[config.mk]
export PLATFORM = sky130hd
export DESIGN_NAME = i2c_bus_monitor
export DESIGN_NICKNAME = d
export VERILOG_FILES = /design/src/rtl/i2c_bus_monitor.sv
export SDC_FILE = /design/constraint.sdc
export NUM_CORES = 1
export LEC_CHECK = 0
export CORE_ASPECT_RATIO = 1.25
export CORE_UTILIZATION = 50
export DETAILED_ROUTE_END_ITERATION = 16
export PLACE_DENSITY = 0.74
export SKIP_CTS_REPAIR_TIMING = 1
export SLEW_MARGIN = 20
export SYNTH_ARGS = -nofsm -noshare
export SYNTH_HDL_FRONTEND = slang
export SYNTH_SLANG_ARGS = --single-unit
[constraint.sdc]
create_clock -name clk -period 4.1 [get_ports clk]
set_clock_uncertainty 0.2 [all_clocks]
set_input_delay 0.82 -clock clk [delete_from_list [all_inputs] [get_ports clk]]
set_output_delay 0.82 -clock clk [all_outputs]
set_load 0.1 [all_outputs]
[src/rtl/i2c_bus_monitor.sv]
// ---------------------------------------------------------------------------
// i2c_bus_monitor
//   Shared front end for the I2C controllers on one bus. The block
//   synchronises and glitch-filters the raw SCL/SDA pad samples. It then
//   produces edge pulses and START / repeated-START / STOP events, and tracks
//   bus ownership with a bus-free hold-off. A bit/byte framer delivers each
//   received byte and its ACK bit.
//
//   Optional feature macro: I2C_TIMEOUT_EN
//     When this macro is defined, the bus is forced back to IDLE if SCL is
//     held low in ACTIVE for TIMEOUT_CYCLES cycles. sclTimeout pulses once
//     when that happens. Without the macro, sclTimeout is tied to 0.
//
//   Ports
//     clk, rst_an            clock, asynchronous active-low reset
//     rawScl, rawSda         raw pad samples
//     scl, sda               filtered line values
//     sclRise/sclFall,
//     sdaRise/sdaFall        one-cycle filtered edge pulses
//     start, rstart, stop    bus condition pulses
//     busBusy                high in ACTIVE and FREE_WAIT
//     bitCnt                 bits received in the current frame (0..8)
//     byteValid, dataByte    byte strobe on the 8th SCL rise, last byte (MSB first)
//     ackValid, ackBit       ACK strobe on the 9th SCL rise, sampled SDA
//     sclTimeout             SCL-low timeout pulse
// ---------------------------------------------------------------------------
module i2c_bus_monitor #(
  parameter int SYNC_STAGES    = 2,
  parameter int FILT_DEPTH     = 3,
  parameter int BUSFREE_CYCLES = 8,
  parameter int TIMEOUT_CYCLES = 1024
) (
  input  logic       clk,
  input  logic       rst_an,
  input  logic       rawScl,
  input  logic       rawSda,
  output logic       scl,
  output logic       sda,
  output logic       sclRise,
  output logic       sclFall,
  output logic       sdaRise,
  output logic       sdaFall,
  output logic       start,
  output logic       rstart,
  output logic       stop,
  output logic       busBusy,
  output logic [3:0] bitCnt,
  output logic       byteValid,
  output logic [7:0] dataByte,
  output logic       ackValid,
  output logic       ackBit,
  output logic       sclTimeout
);

  typedef enum logic [1:0] {IDLE = 2'd0, ACTIVE = 2'd1, FREE_WAIT = 2'd2} state_t;

  logic [SYNC_STAGES-1:0] scl_sync, sda_sync;
  logic [3:0] scl_fcnt, sda_fcnt;
  logic       scl_f, sda_f, scl_prev, sda_prev;
  logic       start_cond, stop_cond, in_active, to_hit;
  state_t     state_q, state_d;
  logic [7:0] bf_cnt_q, bf_cnt_d;
  logic [3:0] bit_cnt_q;
  logic [6:0] sr_q;
  logic [7:0] data_q;
  logic       ack_q;

  // Synchroniser and filter. The filter toggles on the FILT_DEPTH-th
  // consecutive cycle that the synchronised value disagrees with it.
  always_ff @(posedge clk or negedge rst_an) begin
    if (!rst_an) begin
      scl_sync <= '1;
      sda_sync <= '1;
      scl_fcnt <= '0;
      sda_fcnt <= '0;
      scl_f    <= 1'b1;
      sda_f    <= 1'b1;
      scl_prev <= 1'b1;
      sda_prev <= 1'b1;
    end else begin
      scl_sync <= {scl_sync[SYNC_STAGES-2:0], rawScl};
      sda_sync <= {sda_sync[SYNC_STAGES-2:0], rawSda};
      scl_prev <= scl_f;
      sda_prev <= sda_f;
      if (scl_sync[SYNC_STAGES-1] != scl_f) begin
        if (scl_fcnt == 4'(FILT_DEPTH - 1)) begin
          scl_f    <= ~scl_f;
          scl_fcnt <= '0;
        end else begin
          scl_fcnt <= scl_fcnt + 4'd1;
        end
      end else begin
        scl_fcnt <= '0;
      end
      if (sda_sync[SYNC_STAGES-1] != sda_f) begin
        if (sda_fcnt == 4'(FILT_DEPTH - 1)) begin
          sda_f    <= ~sda_f;
          sda_fcnt <= '0;
        end else begin
          sda_fcnt <= sda_fcnt + 4'd1;
        end
      end else begin
        sda_fcnt <= '0;
      end
    end
  end

  assign scl     = scl_f;
  assign sda     = sda_f;
  assign sclRise = scl_f & ~scl_prev;
  assign sclFall = ~scl_f & scl_prev;
  assign sdaRise = sda_f & ~sda_prev;
  assign sdaFall = ~sda_f & sda_prev;

  // SCL must be high in both cycles, so a condition can never sit on an SCL edge.
  assign start_cond = sdaFall & scl_f & scl_prev;
  assign stop_cond  = sdaRise & scl_f & scl_prev;
  assign in_active  = (state_q == ACTIVE);
  assign busBusy    = (state_q != IDLE);

`ifdef I2C_TIMEOUT_EN
  logic [15:0] to_cnt_q;

  assign to_hit     = in_active && !scl_f && (to_cnt_q == 16'(TIMEOUT_CYCLES));
  assign sclTimeout = to_hit;

  always_ff @(posedge clk or negedge rst_an) begin
    if (!rst_an)                           to_cnt_q <= '0;
    else if (in_active && !scl_f && !to_hit) to_cnt_q <= to_cnt_q + 16'd1;
    else                                   to_cnt_q <= '0;
  end
`else
  logic [31:0] unused_timeout_cfg;

  assign unused_timeout_cfg = 32'(TIMEOUT_CYCLES);
  assign to_hit             = 1'b0;
  assign sclTimeout         = 1'b0;
`endif

  always_ff @(posedge clk or negedge rst_an) begin
    if (!rst_an) begin
      state_q  <= IDLE;
      bf_cnt_q <= '0;
    end else begin
      state_q  <= state_d;
      bf_cnt_q <= bf_cnt_d;
    end
  end

  // The STOP cycle already has both lines high. It therefore counts as the
  // first bus-free cycle.
  always_comb begin
    state_d  = state_q;
    bf_cnt_d = '0;
    start    = 1'b0;
    rstart   = 1'b0;
    stop     = 1'b0;
    case (state_q)
      IDLE: begin
        if (start_cond) begin
          start   = 1'b1;
          state_d = ACTIVE;
        end else if (stop_cond) begin
          stop = 1'b1;
        end
      end
      ACTIVE: begin
        if (start_cond) begin
          rstart = 1'b1;
        end else if (stop_cond) begin
          stop     = 1'b1;
          state_d  = FREE_WAIT;
          bf_cnt_d = 8'd1;
        end else if (to_hit) begin
          state_d = IDLE;
        end
      end
      FREE_WAIT: begin
        if (start_cond) begin
          start   = 1'b1;
          state_d = ACTIVE;
        end else begin
          stop = stop_cond;
          if (scl_f && sda_f) begin
            if (({1'b0, bf_cnt_q} + 9'd1) >= 9'(BUSFREE_CYCLES)) state_d = IDLE;
            else bf_cnt_d = bf_cnt_q + 8'd1;
          end
        end
      end
      default: state_d = IDLE;
    endcase
  end

  // Framer: bits 1..8 shift in on SCL rises, and the 9th rise is the ACK slot.
  // The byte and ACK outputs bypass their holding registers in the strobe
  // cycle.
  assign byteValid = in_active && sclRise && (bit_cnt_q == 4'd7);
  assign ackValid  = in_active && sclRise && (bit_cnt_q == 4'd8);
  assign dataByte  = byteValid ? {sr_q, sda_f} : data_q;
  assign ackBit    = ackValid ? sda_f : ack_q;
  assign bitCnt    = bit_cnt_q;

  always_ff @(posedge clk or negedge rst_an) begin
    if (!rst_an) begin
      bit_cnt_q <= '0;
      sr_q      <= '0;
      data_q    <= '0;
      ack_q     <= 1'b1;
    end else begin
      if (byteValid) data_q <= {sr_q, sda_f};
      if (ackValid)  ack_q  <= sda_f;
      if (start_cond || stop_cond || to_hit) begin
        bit_cnt_q <= '0;
        sr_q      <= '0;
      end else if (in_active && sclRise) begin
        if (bit_cnt_q == 4'd8) begin
          bit_cnt_q <= '0;
        end else begin
          bit_cnt_q <= bit_cnt_q + 4'd1;
          sr_q      <= {sr_q[5:0], sda_f};
        end
      end
    end
  end

endmodule

=== After elaboration in Yosys (flattened, before gate mapping) ===
Index checks and enable logic that the tools add are counted.

* Bits of input ports: 4
* Word-level logic and storage cells: 92
* Output and inout bits: 26
* Bits in registers: 46

* Mux-type cells: 32
* Bitwise operators: 12
* Equal/unequal tests: 14
* Add/sub/neg operators: 5
* $lt $le $gt $ge: 1
* Reduce and logical (&&, ||, !) cells: 14

{| class="wikitable"
|+ Operators by type and width
! operator !! count
|-
| 8-bit two-way mux || 4
|-
| 4-bit two-way mux || 7
|-
| 7-bit two-way mux || 3
|-
| 8-bit case mux with 2 select lines || 1
|-
| 4-bit by 1-bit adder with 4-bit output, second input constant || 3
|-
| 2-bit two-way mux || 6
|-
| 8-bit by 1-bit adder with 9-bit output, second input constant || 1
|-
| 9-bit by 4-bit >= comparator with 1-bit output, second input constant || 1
|-
| 1-bit two-way mux || 9
|-
| 8-bit by 1-bit adder with 8-bit output, second input constant || 1
|-
| 1-bit AND || 8
|-
| 4-bit by 2-bit == test with 1-bit output, second input constant || 2
|-
| 2-bit inequality test, second input constant || 3
|-
| 3-bit inequality test, second input constant || 2
|-
| 2-bit case mux with 3 select lines || 1
|-
| 2-bit AND reduction || 3
|-
| 5-bit AND reduction || 1
|-
| 4-bit by 3-bit == test with 1-bit output, second input constant || 1
|-
| 4-bit == test, second input constant || 1
|-
| 1-bit logical AND || 4
|-
| 1-bit NOT || 4
|-
| 2-bit nonzero test || 2
|-
| 2-bit OR reduction || 2
|-
| 2-bit by 1-bit == test with 1-bit output, second input constant || 1
|-
| other kinds (6) || 7
|}

=== Logic depth before layout (Yosys ltp) ===
* Depth after elaboration: 7
* Mapped depth: 7
* Depth with buffers taken out: 7

=== Least setup slack after synthesis ===
OpenSTA, ideal clock, no wires.

* Path type: register to output
* Start point: register scl_f, in the netlist scl
* End point: output port ackBit
* Path slack: -2.114 ns
* Arrival time: 5.194 ns
* Stages on the path, launching flop included: 6
* Required time: 3.080 ns
* Cells stage by stage: dfstp_2 buf_4 and2b_1 nand2_1 nor3_1 mux2_2

* Word-level cells in the longest chain between the ends: 4

{| class="wikitable"
|+ Ends and longest elaborated chain
! item !! line !! text
|-
| start: declaration || 59 || <nowiki>logic scl_f, sda_f, scl_prev, sda_prev;</nowiki>
|-
| start signal: assignment || 87 || <nowiki>scl_f <= ~scl_f;</nowiki>
|-
| 1-bit AND || 110 || <nowiki>assign sclRise = scl_f & ~scl_prev;</nowiki>
|-
| via sclRise || 39 || <nowiki>output logic sclRise,</nowiki>
|-
| 1-bit logical AND (2 in a row) || 198 || <nowiki>assign ackValid = in_active && sclRise && (bit_cnt_q == 4'd8);</nowiki>
|-
| via ackValid || 50 || <nowiki>output logic ackValid,</nowiki>
|-
| 1-bit two-way mux || -- ||
|-
| end: declaration || 51 || <nowiki>output logic ackBit,</nowiki>
|}

The timed path passes the listed nets, and every way through them passes these cells.

=== Worst setup path after layout ===
* Start point: register state_q[1]
* End point: output port dataByte[6]

* Word-level cells in the longest chain between the ends: 4

{| class="wikitable"
|+ Ends and longest elaborated chain
! item !! line !! text
|-
| start: declaration || 61 || <nowiki>state_t state_q, state_d;</nowiki>
|-
| start signal: assignment || 145 || <nowiki>state_q <= state_d;</nowiki>
|-
| 2-bit by 1-bit == test with 1-bit output || 118 || <nowiki>assign in_active = (state_q == ACTIVE);</nowiki>
|-
| 1-bit logical AND (2 in a row) || 197 || <nowiki>assign byteValid = in_active && sclRise && (bit_cnt_q == 4'd7);</nowiki>
|-
| 8-bit two-way mux || -- ||
|-
| end: declaration || 49 || <nowiki>output logic [7:0] dataByte,</nowiki>
|}

Every way passes these cells.

==> run metrics <==
leakage=1.255 nW; via count=1,440; Post-synth EDFFs=0; H-tree depth=2; initial antenna violation count=0; largest net degree at the start of global routing=47; CTS tree=done; Critical Path RT=around 3100 ps; Worst slew margin=0.3403; Setup crit start kind=flip-flop; Netlist cell types=38; hpwl dp=2.787 mm; CTS Buf Count=5; area of the die=0.004443 mm^2; die width=between 50 and 60 um; WL/cell=~14 um; crit path max-delay cell type=dfrtp_1; Antenna Nets Post-Route=0; Final TNS setup=0 ps; TritonCTS Sinks=46; fin crit period=around 3300 ps; vias in the first global route=roughly 1,400; Worst-path clk slew=80 ps; Post-Place Setup Slack=1109 ps; Worst Max-Slew Pin Slew=a little under 1000 ps; Post-synth ARST share=1.000; CORE AREA=approximately 0.0039 mm^2; synthesized area=0.002090 mm^2; Max Cap Viol=0; Site Rows=25; crit path DAT=2330 ps; Syn Inst Count=178; flops & latches, synth=46; DRC=0; Fill cells=323; count of final hold-check violations=0; Die H=74.28 um; crit share post-route=0.8169; Pwr per Cell Area=approximately 700 mW/mm^2; Worst Path Buf+Inv=3; Worst path max stage delay=430 ps; final number of setup-violating endpoints=0; Post-synth top flop=dfrtp_1; R2R setup slack=~1900 ps; unrepaired setup endpoints after global routing=false; synthesis-to-finish area growth=27.42%; CP Max Fanout=9; Avg Vias per Cell=5.314; Hold Path Class=reg -> reg; final wirelength=3.895 mm; clock network latency to the later pin of the worst-skew pair=300 ps; Worst Setup End Kind=output pin; Final WS setup=750.6 ps; Root Driver=clkbuf_8; first-pass GRT wire length=6.265 mm; syn_area_per_cell=11.74 um^2; PortBufs=28; Hold WS=160.7 ps; # diodes=0; Crit Path Category=reg -> out; register area=0.001162 mm^2; sequential area share after synthesis=0.5563; Total GRT Usage=0.1947; grt ovf=0; RePlAce Congestion=0.7768; Worst path top cell family by delay=buffers and inverters; Yosys Warn Count=0; io pins=30; initial DRC count=around 100; Multi-input gate area=around 900 um^2; drt first pass iters=4; peak supply drop=392.9 uV; status=finished clean; deepest clock path buffer count=2; initial cell density of the core=0.5387; critical-path cell list=inv_1 > ha_1 > nand3_1 > nor3b_1 > buf_4 > mux2_2 > buf_12; post-layout net count=between 200 and 250; Fmax=approximately 300 MHz; layout cells sized above 1=0.2719; Slew Limit Fails=0
-- cell usage after synthesis (2+ instances only) --
master / count / share of area
and3_1: 3 / 0.0090
nor2_1: 19 / 0.034
a211o_1: 2 / 0.0084
buf_4: 2 / 0.0072
a22o_1: 7 / 0.029
and2_1: 2 / 0.0060
nand3_1: 9 / 0.022
o21ai_0: 3 / 0.0072
xor2_1: 4 / 0.017
buf_2: 2 / 0.0048
and2b_1: 2 / 0.0072
a31oi_1: 2 / 0.0060
inv_1: 8 / 0.014
ha_1: 13 / 0.078
nor2b_1: 2 / 0.0060
nand2_1: 12 / 0.022
dfrtp_1: 37 / 0.44
mux2_2: 11 / 0.059
nor3_1: 3 / 0.0072
a21oi_1: 6 / 0.014
xnor2_1: 4 / 0.017
dfstp_2: 9 / 0.11
-- flip-flops by register name (all words and copies together), names as in the netlist --
name      flops
sda           1
scl_fcnt      4
scl_sync      2
sr_q          7
scl           1
sda_prev      1
bf_cnt_q      8
sda_sync      2
sda_fcnt      4
data_q        8
scl_prev      1
bitCnt        4
ack_q         1
state_q       2
-- worst reg2reg max path: stages, from the launching register on --
cell and delay (ps):
dfrtp_1 430, inv_1 100, ha_1 310, nand2_1 250
nor2_2 400, nor2_1 210, a22o_1 220
-- stage by stage --
step / utilization / instance area, um^2 / total power, mW / instances
6_report: 0.6865 / 2663 / 1.843 / 271
5_1_grt: 0.6865 / 2663 / 1.932 / 271
4_1_cts: 0.6794 / 2635 / 1.849 / 270
3_5_place_dp: 0.6494 / 2519 / 1.502 / 262
3_3_place_gp: 0.6494 / 2519 / 1.478 / 262
2_1_floorplan: - / 2128 / 1.322 / 183
-- metal layers --
metal | wire length, um | track usage | vias up | part of all wire
met5 | 0 | 0 | - | 0
met4 | 83 | 0.1008 | 0 | 0.021
met3 | 180 | 0.05391 | 9 | 0.046
met2 | 2133 | 0.3296 | 46 | 0.55
met1 | 1498 | 0.2230 | 702 | 0.38
li1 | - | - | 683 | -
-- power breakdown --
group          internal [mW]  total (mW)  leakage, nW  switching (mW)
Sequential             0.553       0.663        0.590           0.111
Clock                  0.199       0.341       0.0585           0.142
Combinational          0.234       0.838        0.607           0.604
-- final timing paths --
| kind | from | endpoint | depth (start not counted) |
|---|---|---|---|
| setup / recovery | state_q[1] | dataByte[6] | 7 |
| setup reg to reg | state_q[1] | sr_q[4] | 6 |
| hold / removal | sda_sync[0] | sda_sync[1] | 0 |
| hold reg to reg | sda_sync[0] | sda_sync[1] | 0 |
| min in group asynchronous | rst_an | bitCnt[1] | 1 |
| max in group asynchronous | rst_an | scl_prev | 2 |
-- cell families (layout without fill, tap and decap cells) --
kind of cell	Yosys count	count (layout)	synth area share
mux	13	13	0.07126
fa+ha+maj	13	13	0.07785
buf+inv	12	46	0.02635
flops	46	46	0.5563
compound gates	27	27	0.09641
other cells	1	6	0.001795
xor+xnor	8	8	0.03353
simple gates	58	58	0.1365
-- cell usage in the layout, fill, tap and decap left out, types with 2 or more instances in the layout --
cell / Yosys / layout
dfrtp_1: 37 / 37
nor2_1: 19 / 18
ha_1: 13 / 13
nand2_1: 12 / 12
mux2_2: 11 / 11
buf_4: 2 / 10
nand3_1: 9 / 9
dfstp_2: 9 / 9
clkdlybuf4s50_1: 0 / 9
buf_12: 0 / 9
inv_1: 8 / 8
a22o_1: 7 / 7
a21oi_1: 6 / 6
conb_1: 1 / 6
clkbuf_8: 0 / 6
xor2_1: 4 / 4
xnor2_1: 4 / 4
and3_1: 3 / 3
o21ai_0: 3 / 3
a211o_1: 2 / 2
a31oi_1: 2 / 2
and2_1: 2 / 2
nor2_2: 1 / 2
nor3_1: 3 / 2
-- cell type report --
| type | instances | area share |
|---|---|---|
| clock inverters | 1 | 0.01128 |
| repair buffers | 30 | 0.1419 |
| flip-flops and latches | 46 | 0.4366 |
| clock buffers | 7 | 0.03242 |
| inverters | 8 | 0.01128 |
| multi-input cells | 125 | 0.3412 |
| well taps | 54 | 0.02538 |
(Power assumes the default switching activity.)
